### config.mk
export PLATFORM = sky130hd
export DESIGN_NAME = peach_lsu
export DESIGN_NICKNAME = d
export VERILOG_FILES = /design/src/rtl/peach_lsu.sv
export SDC_FILE = /design/constraint.sdc
export NUM_CORES = 1
export LEC_CHECK = 0
export ABC_AREA = 1
export ABC_CLOCK_PERIOD_IN_PS = 2190
export CORE_ASPECT_RATIO = 1.2
export CORE_MARGIN = 2
export CORE_UTILIZATION = 51
export DETAILED_ROUTE_END_ITERATION = 10
export PLACE_DENSITY = 0.81
export SLEW_MARGIN = 20
export SYNTH_ARGS = -nofsm -noshare
export SYNTH_HDL_FRONTEND = slang
export SYNTH_SLANG_ARGS = --single-unit
### constraint.sdc
create_clock -name clk_i -period 2.19 [get_ports clk_i]
set_clock_uncertainty 0.2 [all_clocks]
set_input_delay 0.3285 -clock clk_i [delete_from_list [all_inputs] [get_ports clk_i]]
set_output_delay 0.3285 -clock clk_i [all_outputs]
set_load 0.01 [all_outputs]
### src/rtl/peach_lsu.sv
// peach_lsu: load/store unit for the peach32 multi-cycle RV32I core.
// Forms the word address, byte enables and lane-shifted store data for one
// request. It runs a req/ack handshake with data memory and returns the
// extended load data with a one-cycle done pulse. Faulting requests never
// reach memory.
module peach_lsu #(
    parameter int unsigned TIMEOUT = 255
) (
    input  logic        clk_i,
    input  logic        reset_i,
    input  logic        start_i,
    input  logic        is_store_i,
    input  logic [2:0]  funct3_i,
    input  logic [31:0] base_i,
    input  logic [31:0] offset_i,
    input  logic [31:0] store_data_i,
    output logic        busy_o,
    output logic        done_o,
    output logic [31:0] load_data_o,
    output logic [1:0]  fault_o,
    output logic        mem_req_o,
    output logic        mem_we_o,
    output logic [31:0] mem_addr_o,
    output logic [3:0]  mem_be_o,
    output logic [31:0] mem_wdata_o,
    input  logic [31:0] mem_rdata_i,
    input  logic        mem_ack_i
);

    typedef enum logic [1:0] {IDLE, CHECK, REQ, DONE} state_t;

    localparam logic [1:0] F_OK    = 2'd0;
    localparam logic [1:0] F_ALIGN = 2'd1;
    localparam logic [1:0] F_ILL   = 2'd2;
    localparam logic [1:0] F_TMO   = 2'd3;
    localparam logic [15:0] TMO_LAST = 16'(TIMEOUT - 1);

    state_t      state_q;
    logic        is_store_q;
    logic [2:0]  funct3_q;
    logic [31:0] ea_q;
    logic [31:0] sd_q;
    logic [15:0] cnt_q;
    logic        busy_q, done_q, mem_req_q, mem_we_q;
    logic [1:0]  fault_q;
    logic [31:0] load_data_q, mem_addr_q, mem_wdata_q;
    logic [3:0]  mem_be_q;

    logic        illegal_d, misaligned_d;
    logic [3:0]  be_d;
    logic [31:0] wdata_d, lane_d, ext_d;

    // Decode the latched request: legality, alignment, lanes and store data.
    always_comb begin
        illegal_d = is_store_q ? (funct3_q >= 3'd3)
                               : (funct3_q == 3'd3 || funct3_q == 3'd6 || funct3_q == 3'd7);
        misaligned_d = (funct3_q[1:0] == 2'd1 && ea_q[0]) ||
                       (funct3_q[1:0] == 2'd2 && ea_q[1:0] != 2'd0);
        be_d    = 4'b1111;
        wdata_d = sd_q;
        case (funct3_q[1:0])
            2'd0: begin
                be_d    = 4'b0001 << ea_q[1:0];
                wdata_d = {4{sd_q[7:0]}};
            end
            2'd1: begin
                be_d    = ea_q[1] ? 4'b1100 : 4'b0011;
                wdata_d = {2{sd_q[15:0]}};
            end
            default: ;
        endcase
    end

    // Pull the addressed lane down to bit 0 and extend it by access type.
    always_comb begin
        lane_d = mem_rdata_i >> {ea_q[1:0], 3'b000};
        case (funct3_q)
            3'd0:    ext_d = {{24{lane_d[7]}}, lane_d[7:0]};
            3'd1:    ext_d = {{16{lane_d[15]}}, lane_d[15:0]};
            3'd2:    ext_d = mem_rdata_i;
            3'd4:    ext_d = {24'd0, lane_d[7:0]};
            3'd5:    ext_d = {16'd0, lane_d[15:0]};
            default: ext_d = 32'd0;
        endcase
    end

    // Control FSM. All outputs are registered and change together with the state.
    always_ff @(posedge clk_i) begin
        if (reset_i) begin
            state_q     <= IDLE;
            is_store_q  <= 1'b0;
            funct3_q    <= 3'd0;
            ea_q        <= 32'd0;
            sd_q        <= 32'd0;
            cnt_q       <= 16'd0;
            busy_q      <= 1'b0;
            done_q      <= 1'b0;
            fault_q     <= F_OK;
            load_data_q <= 32'd0;
            mem_req_q   <= 1'b0;
            mem_we_q    <= 1'b0;
            mem_addr_q  <= 32'd0;
            mem_be_q    <= 4'd0;
            mem_wdata_q <= 32'd0;
        end else begin
            case (state_q)
                IDLE: begin
                    done_q <= 1'b0;
                    if (start_i) begin
                        is_store_q <= is_store_i;
                        funct3_q   <= funct3_i;
                        ea_q       <= base_i + offset_i;
                        sd_q       <= store_data_i;
                        busy_q     <= 1'b1;
                        state_q    <= CHECK;
                    end
                end
                CHECK: begin
                    // Illegal takes priority over misaligned.
                    if (illegal_d || misaligned_d) begin
                        fault_q     <= illegal_d ? F_ILL : F_ALIGN;
                        load_data_q <= 32'd0;
                        done_q      <= 1'b1;
                        state_q     <= DONE;
                    end else begin
                        mem_req_q   <= 1'b1;
                        mem_we_q    <= is_store_q;
                        mem_addr_q  <= {ea_q[31:2], 2'b00};
                        mem_be_q    <= be_d;
                        mem_wdata_q <= is_store_q ? wdata_d : 32'd0;
                        cnt_q       <= 16'd0;
                        state_q     <= REQ;
                    end
                end
                REQ: begin
                    // An ack always wins, even in the cycle the timeout would fire.
                    if (mem_ack_i || cnt_q == TMO_LAST) begin
                        fault_q     <= mem_ack_i ? F_OK : F_TMO;
                        load_data_q <= (mem_ack_i && !is_store_q) ? ext_d : 32'd0;
                        mem_req_q   <= 1'b0;
                        mem_we_q    <= 1'b0;
                        mem_addr_q  <= 32'd0;
                        mem_be_q    <= 4'd0;
                        mem_wdata_q <= 32'd0;
                        cnt_q       <= 16'd0;
                        done_q      <= 1'b1;
                        state_q     <= DONE;
                    end else begin
                        cnt_q <= cnt_q + 16'd1;
                    end
                end
                DONE: begin
                    done_q  <= 1'b0;
                    busy_q  <= 1'b0;
                    state_q <= IDLE;
                end
                default: state_q <= IDLE;
            endcase
        end
    end

    assign busy_o      = busy_q;
    assign done_o      = done_q;
    assign fault_o     = fault_q;
    assign load_data_o = load_data_q;
    assign mem_req_o   = mem_req_q;
    assign mem_we_o    = mem_we_q;
    assign mem_addr_o  = mem_addr_q;
    assign mem_be_o    = mem_be_q;
    assign mem_wdata_o = mem_wdata_q;

endmodule
==> results of run 1 <==
-- power by group through the flow --
| stage | logic (uW) | registers, uW | clock network [uW] |
|---|---|---|---|
| 5_1_grt | 7490 | 4560 | 3300 |
| 3_3_place_gp | 6220 | 4520 | 0 |
| 3_5_place_dp | 6320 | 4550 | 0 |
| 6_report | 6890 | 4500 | 3150 |
| 2_1_floorplan | 3700 | 4560 | 0 |
| 4_1_cts | 6400 | 4480 | 3160 |
-- cells by family (layout without fill, tap and decap cells) --
group / after synthesis / after routing / synth area share, %
DFF: 190 / 190 / 35.9
xor gates and xnor gates: 17 / 17 / 1.40
adders and majority gates: 38 / 38 / 4.55
buffers and inverters: 289 / 586 / 10.9
AOI/OAI and AO/OA: 283 / 284 / 14.8
and+or+nand+nor: 827 / 827 / 32.4
other: 1 / 3 / 0.0354
-- routing by layer --
layer	wire length, um	part of all wire (%)	vias up	global-route usage (%)
li1	-	-	5823	-
met1	13100	37	5360	35.2
met2	17900	51	522	56.3
met3	2480	7.1	102	5.21
met4	1730	4.9	0	15.5
met5	0	0	-	0
-- worst max-delay path, cell delays in order, from the launching register on --
cell and delay [ps]:
dfxtp_1 360, inv_1 130, nand2_1 110, nand2_1 170, nand4_4 170, o21ai_4 170
nand2_4 140, nor2_8 140, nand2_4 70, buf_6 190, o21ai_2 130
-- placed cells by master, fill, tap and decap left out, types with 6 or more instances in the layout --
| cell | synthesis | routed |
|---|---|---|
| nand4_1 | 32 | 32 |
| o21ai_2 | 20 | 21 |
| o21ai_0 | 97 | 95 |
| nand3_1 | 129 | 127 |
| o21ai_1 | 13 | 15 |
| nand2_1 | 505 | 500 |
| ha_1 | 37 | 34 |
| inv_1 | 209 | 207 |
| a21oi_1 | 131 | 131 |
| inv_6 | 0 | 6 |
| clkdlybuf4s50_1 | 0 | 238 |
| clkbuf_16 | 0 | 19 |
| inv_2 | 5 | 7 |
| dfxtp_1 | 190 | 187 |
| nor3_1 | 9 | 9 |
| buf_4 | 6 | 79 |
| buf_12 | 0 | 15 |
| xor2_1 | 15 | 15 |
| nor2_1 | 137 | 136 |
-- stage by stage --
step                cell area (sq um)  worst slack, ps  std cells  hold WS, ps
finish                          14700              120       2210         12.2
global route                    14700            -17.6       2210         21.2
CTS                             14400             12.2       2198         6.50
detailed placement              13800             -367       2165          240
global placement                13800             -357       2165          235
floorplan                       10600              164       1646          236
-- what timing repair did --
action                                  CTS  global route
endpoints found under the setup margin   28           116
pin swaps                                 1             4
resized for setup                         1            27
cloned                                    0             3
buffers inserted                          1             8
-- final timing paths --
path	endpoint	cells after the start	slack (ps)	start
setup reg to reg	mem_addr_o[12]	10	120	ea_q[0]
hold reg to reg	mem_req_o	2	250	mem_req_o
hold / removal	mem_wdata_o[9]	2	10	reset_i
setup / recovery	mem_addr_o[12]	10	120	ea_q[0]
-- area by class of cell --
| type | count | area, sq um |
|---|---|---|
| Antenna cell | 1 | 2.50 |
| Clock buffer | 17 | 425 |
| Clock inverter | 15 | 168 |
| Fill cell | 1725 | 5660 |
| Inverter | 216 | 811 |
| Multi-Input combinational cell | 1168 | 5750 |
| Sequential cell | 190 | 3810 |
| Tap cell | 265 | 332 |
| Timing Repair Buffer | 338 | 3370 |
-- sequential cells by signal, indices dropped and copies added, names as in the netlist --
name,flops
done_o,1
mem_req_o,1
mem_be_o,4
is_store_q,1
mem_we_o,1
sd_q,32
fault_o,2
busy_o,1
load_data_o,32
mem_wdata_o,32
state_q,2
ea_q,32
mem_addr_o,30
cnt_q,16
funct3_q,3
==> flow_metrics.tcl, run 1 <==
set metrics [dict create \
    grt_use_total_pct 31.2 \
    yosysTopAreaCellShare_pct 35.9 \
    ios 242 \
    grt_pass1_wl_um 54500 \
    drive_above_1_share_pct 9.88 \
    power.share.clock_pct 21.7 \
    core_area_sq_um 20300 \
    p_leak_uw 0.00677 \
    placementRows 57 \
    firstDrtPassIters 5 \
    die_w_um 136 \
    grt-ovfl-total 0 \
    hold_violations 0 \
    ys_seq_area_share_pct 35.9 \
    critPathMaxFanout 14 \
    p_seq_share_pct 31.0 \
    switchingPower_uw 6010 \
    port_buffers 239 \
    finish.utilization_pct 72.2 \
    start_util_pct 52.2 \
    switching_share_pct 41.3 \
    startpoint_type "flop" \
    status "completed" \
    holdCritPathClass "primary input to flop" \
    yosysWarnings 0 \
    nNetsFinal 2105 \
    initialDrtViolationCount 761 \
    grt_pass1_vias 11080 \
    vias 11807 \
    cts_hold_buf 0 \
    syn_area_sq_um 10600 \
    clock_sinks 190 \
    critPathArrivalTime_ps 2240 \
    path_clk_slew_ps 70 \
    grt_antenna_before_repair 1 \
    cp.required_ps 2360 \
    drt_wl_total_um 35200 \
    fin_tns_setup_ps 0 \
    fin_crit_ps 2070 \
    yosys.cell_count.top_type "nand2_1" \
    end_kind "flop" \
    hpwl_um 25900 \
    report.final.setup_viol 0 \
    async_reset_ff_share_pct 0 \
    wl_per_cell_um 15.9 \
    syn_area_per_cell_sq_um 6.45 \
    via_per_inst 5.34 \
    synthCells 1645 \
    power.internal_uw 8540 \
    drv_cap 0 \
    synth.distinct_cells 44 \
    fmax_ghz 0.483 \
    die_h_um 162 \
    numCtsBuffers 17 \
    synth_area_leaders "dfxtp_1 36%, nand2_1 18%, inv_1 7.4%" \
    p_comb_share_pct 47.4 \
    critPathKind "flop to flop" \
    ys_seq_elements 190 \
    slew_viol_final 0 \
    cts.root.buffer_cell "clkbuf_16" \
    drt_drc_violations_left 0 \
    drtAntennaViolNets 0 \
    tritoncts "done" \
    power.total_uw 14500 \
    synth_commonest_cells "505 x nand2_1, 209 x inv_1, 190 x dfxtp_1" \
    yosysTopAreaCell "dfxtp_1" \
    finalCritPeriodShare_pct 94.5 \
    vdd_drop_max_mv 0.762 \
    htree_levels 4 \
    p_per_area_nw_per_um2 992 \
    ys.flop_type "dfxtp_1" \
    area_delta_synth_final_pct 38.3 \
    synth-edff-count 0 \
    grt_max_degree 67 \
    place_congestion 1.04 \
    clk_latency_ps 440 \
    die_area_sq_um 22000 \
    clk_path_buf_depth 2 \
]
Note: power is estimated with default switching activity, not from simulation.
==> inputs of run 2 (changes only) <==
--- a/config.mk
+++ b/config.mk
@@ -8,7 +8,7 @@
 export ABC_AREA = 1
 export ABC_CLOCK_PERIOD_IN_PS = 2190
 export CORE_ASPECT_RATIO = 1.2
-export CORE_MARGIN = 2
+export CORE_MARGIN = 3
 export CORE_UTILIZATION = 51
 export DETAILED_ROUTE_END_ITERATION = 10
 export PLACE_DENSITY = 0.81
==> run 2 against run 1 <==
Compared with the run above:
- core utilization shrank 0.31 points
- maximum frequency shrank 1.1%
- critical endpoint is now ea_q[25]
- sequential share of layout area rose by 0.094 points
- critical path depth increased by 4
- largest cell class unchanged
- highest routed layer unchanged
==> flow_metrics.tcl, run 2 (same netlist as run 1, synthesis figures left out) <==
set metrics [dict create \
    grt_pass1_vias 11090 \
    mostFrequentLayoutCells "499 x nand2_1, 238 x clkdlybuf4s50_1, 205 x inv_1" \
    path_common_cell "nand2_1" \
    htree_levels 4 \
    grt-ovfl-total 0 \
    drt_wl_total_um 35100 \
    port_buffers 239 \
    grt_pass1_wl_um 54100 \
    hpwl_um 26500 \
    grt_use_total_pct 30.2 \
    firstDrtPassIters 5 \
    start_util_pct 52.2 \
    fin_tns_setup_ps 0 \
    area_delta_synth_final_pct 37.7 \
    reg2regPathDepth 9 \
    r2r_slack_ps 100 \
    report.final.setup_viol 0 \
    numCtsBuffers 17 \
    die_w_um 138 \
    power.internal_uw 8510 \
    die_h_um 164 \
    drive_above_1_share_pct 9.94 \
    finish.utilization_pct 71.9 \
    placementRows 57 \
    p_comb_share_pct 48.3 \
    p_seq_share_pct 30.9 \
    wl_met2_um 17500 \
    p_leak_uw 0.00673 \
    drtAntennaViolNets 0 \
    cp.required_ps 2330 \
    critPathArrivalTime_ps 2230 \
    ios 242 \
    wl_per_cell_um 15.9 \
    drt_drc_violations_left 0 \
    initialDrtViolationCount 687 \
    fillCellCount 1705 \
    path_clk_slew_ps 80 \
    max-slew-margin-rel_pct 58.6 \
    dp_cells 2163 \
    tritoncts "done" \
    via_per_inst 5.31 \
    finalCritPeriodShare_pct 95.5 \
    fmax_ghz 0.478 \
    clk_latency_ps 430 \
    fin_crit_ps 2090 \
    critPathMaxFanout 5 \
    startpoint_type "primary input" \
    final_common_cell "nand2_1" \
    rsz0062_at_grt "true" \
    hp-start "reset_i" \
    diodes 0 \
    cp_cell_sequence "clkdlybuf4s50_1 -> ha_1 -> nand2_1 -> inv_1 -> nand2_1 -> nand2_1 -> inv_1 -> nand3_1 -> nand2_1 -> nand3_1 -> nand2_1 -> nand3_1 -> nand2_1 -> inv_1" \
    p_per_area_nw_per_um2 992 \
    power.share.clock_pct 20.7 \
    die_area_sq_um 22600 \
    place_congestion 1.01 \
    clk_path_buf_depth 2 \
    status "completed" \
    switching_share_pct 41.3 \
    core_area_sq_um 20300 \
    worst_pin_slew_ps 621 \
    met3_wirelength_um 2450 \
    cts.root.buffer_cell "clkbuf_16" \
    layout.cells.non_filler 2207 \
    nNetsFinal 2103 \
    min_path_cells 3 \
    switchingPower_uw 5980 \
    grt_max_degree 72 \
    r2r_end "cnt_q[1]" \
    critPathKind "primary input to flop" \
    reg2reg_from "funct3_q[0]" \
    top_layer_used "met4" \
    slew_viol_final 0 \
    drt-met1-wl_um 13100 \
    slowest_delay_ps 430 \
    slowest_stage "clkdlybuf4s50_1" \
    vdd_drop_max_mv 0.956 \
    holdCritPathClass "primary input to flop" \
    end_kind "flop" \
    hold_violations 0 \
    drv_cap 0 \
    grt_antenna_before_repair 0 \
    vias 11721 \
    whs_endpoint "mem_wdata_o[9]" \
    clock_sinks 190 \
]
run 2: cell count changes in the layout (fill, tap and decap cells not counted), sizes merged:
cell	before	now
clkbuf	19	22
inv	223	220
o21ai	133	132
diode	1	0
buf	98	96
clkinvlp	0	3
clkinv	7	6
bufinv	1	0
run 2: stage by stage:
stage	worst slack (ps)	hold slack, ps	area (sq um)	total power [uW]
6_report	97.6	245	14600	14500
3_5_place_dp	-364	241	13800	10900
5_1_grt	-16.5	247	14600	15300
3_3_place_gp	-354	235	13800	10800
2_1_floorplan	164	236	10600	8260
4_1_cts	19.6	221	14400	13900
run 2: timing repair:
action,in CTS,in global routing
hold buffers,0,0
gates cloned,0,3
gates resized for setup,1,26
buffers inserted,0,9
setup endpoints to repair,1,85
pin swaps,0,4
run 2: metal layers:
| metal | up-vias | GRT usage (%) |
|---|---|---|
| li1 | 5812 | - |
| met4 | 0 | 15.7 |
| met2 | 490 | 54.7 |
| met3 | 125 | 4.99 |
| met1 | 5294 | 33.5 |
| met5 | - | 0 |
run 2: layout make-up:
type                    count  area, sq um  area share (%)
repair buffers            337         3360            23.0
clock inverters            13          125           0.857
well taps                 265          332            2.27
multi-input cells        1167         5730            39.2
inverters                 216          811            5.55
flip-flops and latches    190         3800            26.1
clock buffers              19          443            3.03
run 2: worst max-delay path by stage:
| stage | startpoint | endpoint | slack (ps) | cells after the start |
|---|---|---|---|---|
| 6_report | base_i[8] | ea_q[25] | 100 | 14 |
| 3_5_place_dp | base_i[0] | ea_q[28] | -360 | 13 |
| 5_1_grt | base_i[8] | ea_q[25] | -20 | 14 |
| 3_3_place_gp | base_i[0] | ea_q[28] | -350 | 13 |
| 4_1_cts | cnt_q[0] | load_data_o[18] | 20 | 10 |
| 2_1_floorplan | base_i[0] | ea_q[20] | 160 | 12 |
run 2: power groups by stage:
| stage | registers (uW) | logic (uW) | clock network, uW |
|---|---|---|---|
| after global routing | 4540 | 7620 | 3170 |
| after global placement | 4520 | 6300 | 0 |
| after CTS | 4470 | 6420 | 3030 |
| after floorplan | 4560 | 3700 | 0 |
| final | 4480 | 7000 | 3010 |
| after detailed placement | 4540 | 6370 | 0 |
run 2: critical path: cells and delay by family:
family,cells,cell delay (ps)
adder cells (fa/ha/maj),1,360
AND/OR/NAND/NOR,9,950
buffers and inverters,4,580
==> inputs of run 3 (changes only) <==
--- a/config.mk
+++ b/config.mk
@@ -6,12 +6,12 @@
 export NUM_CORES = 1
 export LEC_CHECK = 0
 export ABC_AREA = 1
-export ABC_CLOCK_PERIOD_IN_PS = 2190
+export ABC_CLOCK_PERIOD_IN_PS = 2300
 export CORE_ASPECT_RATIO = 1.2
 export CORE_MARGIN = 3
 export CORE_UTILIZATION = 51
 export DETAILED_ROUTE_END_ITERATION = 10
-export PLACE_DENSITY = 0.81
+export PLACE_DENSITY = 0.88
 export SLEW_MARGIN = 20
 export SYNTH_ARGS = -nofsm -noshare
 export SYNTH_HDL_FRONTEND = slang
==> constraint.sdc (replaced) <==
create_clock -name clk_i -period 2.3 [get_ports clk_i]
set_clock_uncertainty 0.2 [all_clocks]
set_input_delay 0.345 -clock clk_i [delete_from_list [all_inputs] [get_ports clk_i]]
set_output_delay 0.345 -clock clk_i [all_outputs]
set_load 0.01 [all_outputs]
==> run 3 against run 2 <==
Compared with the run above:
- sequential power is 4% lower
- worst setup slack got worse by 51 ps
- clock power up 3%
- sequential share of layout area is 0.45 points higher
==> flow_metrics.tcl, run 3 (same netlist as run 1, synthesis figures left out) <==
set metrics [dict create \
    status "completed" \
    r2r_slack_ps 50 \
    hpwl_um 26300 \
    fin_crit_ps 2250 \
    htree_levels 4 \
    cts.root.buffer_cell "clkbuf_16" \
    grt_antenna_before_repair 0 \
    grt-ovfl-total 0 \
    finalCritPeriodShare_pct 98.0 \
    clk_latency_ps 440 \
    ios 242 \
    drv_cap 0 \
    initialDrtViolationCount 1019 \
    hold_violations 0 \
    max-slew-margin-rel_pct 60.1 \
    cts_hold_buf 0 \
    p_leak_uw 0.00664 \
    drtAntennaViolNets 0 \
    p_comb_share_pct 45.1 \
    wl_per_cell_um 16.0 \
    reg2reg_from "cnt_q[0]" \
    power.internal_uw 8010 \
    core_area_sq_um 20300 \
    reg2regPathDepth 11 \
    cp.required_ps 2430 \
    nNetsFinal 2088 \
    critPathKind "flop to flop" \
    worst_hold_slack_ps 241 \
    start_util_pct 52.2 \
    end_kind "flop" \
    vdd_drop_max_mv 0.748 \
    clk_path_buf_depth 2 \
    power.share.clock_pct 23.1 \
    vias 11840 \
    slew_viol_final 0 \
    diodes 0 \
    drive_above_1_share_pct 8.46 \
    worst_pin_slew_ps 598 \
    die_h_um 164 \
    numCtsBuffers 17 \
    dp_cells 2154 \
    grt_pass1_wl_um 55300 \
    slowest_delay_ps 330 \
    grt_use_total_pct 30.8 \
    p_per_area_nw_per_um2 940 \
    min_path_cells 3 \
    design_area_sq_um 14400 \
    fmax_ghz 0.444 \
    drt_drc_violations_left 0 \
    die_area_sq_um 22600 \
    tritoncts "done" \
    report.final.setup_viol 0 \
    critPathMaxFanout 33 \
    hp-start "reset_i" \
    placementRows 57 \
    clock_sinks 190 \
    switching_share_pct 40.6 \
    startpoint_type "flop" \
    switchingPower_uw 5480 \
    via_per_inst 5.40 \
    p_seq_share_pct 31.9 \
    rsz0062_at_grt "true" \
    firstDrtPassIters 5 \
    drt_wl_total_um 35100 \
    area_delta_synth_final_pct 35.4 \
    grt_max_degree 51 \
    layout.cells.non_filler 2191 \
    port_buffers 239 \
    final_common_cell "nand2_1" \
    r2r_end "fault_o[1]" \
    path_clk_slew_ps 70 \
    die_w_um 138 \
    grt_pass1_vias 11486 \
    cp-startpoint "cnt_q[0]" \
    critPathArrivalTime_ps 2380 \
    holdCritPathClass "primary input to flop" \
    cp_cell_sequence "inv_1 -> ha_1 -> nor3b_2 -> nand4_1 -> nand2_4 -> nand2_1 -> nor2_4 -> inv_2 -> buf_12 -> o21ai_0 -> nor2_1" \
    whs_endpoint "mem_wdata_o[14]" \
    mostFrequentLayoutCells "504 x nand2_1, 238 x clkdlybuf4s50_1, 208 x inv_1" \
    place_congestion 1.00 \
    slowest_stage "dfxtp_1" \
    place_area_sq_um 13600 \
]
[run 3: cell count changes in the layout (fill, tap and decap cells not counted), moves of 2 or more]
cell | before | now
buf_12 | 14 | 7
buf_4 | 79 | 73
nand2_1 | 499 | 504
nand2_2 | 6 | 1
bufinv_16 | 0 | 3
clkinvlp_4 | 3 | 0
ha_1 | 33 | 36
inv_1 | 205 | 208
inv_2 | 9 | 6
clkbuf_16 | 20 | 18
clkinv_2 | 0 | 2
ha_2 | 3 | 1
[run 3: critical path, delay by kind of cell (launching register included)]
family | cells | cell delay (ps)
buffers and inverters | 3 | 320
flip-flops | 1 | 330
AO/OA/AOI/OAI | 1 | 160
adder cells (fa/ha/maj) | 1 | 170
AND/OR/NAND/NOR | 6 | 960
[run 3: metrics by stage]
step	utilization (%)	total power [uW]	setup TNS [ps]	worst slack (ps)
global placement	67.2	9940	-4370	-284
floorplan	-	7870	0	258
CTS	70.2	13200	0	23.4
finish	70.6	13500	0	47.0
global route	70.6	14200	-468	-49.9
detailed placement	67.2	10100	-5930	-324
[run 3: power by group through the flow]
stage / Sequential [uW] / Clock (uW) / Combinational [uW]
after global placement: 4320 / 0 / 5620
after CTS: 4290 / 3120 / 5790
after floorplan: 4340 / 0 / 3530
after global routing: 4360 / 3250 / 6630
after detailed placement: 4350 / 0 / 5730
final: 4300 / 3110 / 6080
[run 3: what timing repair did]
item | in CTS | in global routing
endpoints found under the setup margin | 0 | 83
gates resized for setup | 0 | 9
setup buffers | 0 | 5
[run 3: layout make-up]
class,instances,area (sq um)
Fill cell,1698,5970
Sequential cell,190,3800
Timing Repair Buffer,322,3120
Tap cell,265,332
Clock buffer,18,439
Inverter,216,811
Multi-Input combinational cell,1167,5670
Clock inverter,13,175
[run 3: worst max-delay path by stage]
stage / end / slack (ps) / cells past startpoint
floorplan: ea_q[20] / 260 / 12
finish: fault_o[1] / 50 / 11
global route: fault_o[1] / -50 / 11
detailed placement: ea_q[20] / -320 / 13
CTS: load_data_o[12] / 20 / 8
global placement: ea_q[28] / -280 / 13
[run 3: per-layer routing]
layer | track usage [%] | up-vias | share of wire (%)
met5 | 0 | - | 0
met4 | 18.7 | 0 | 6.8
met3 | 5.21 | 147 | 7.3
met2 | 54.3 | 549 | 49
met1 | 34.1 | 5380 | 37
li1 | - | 5764 | -
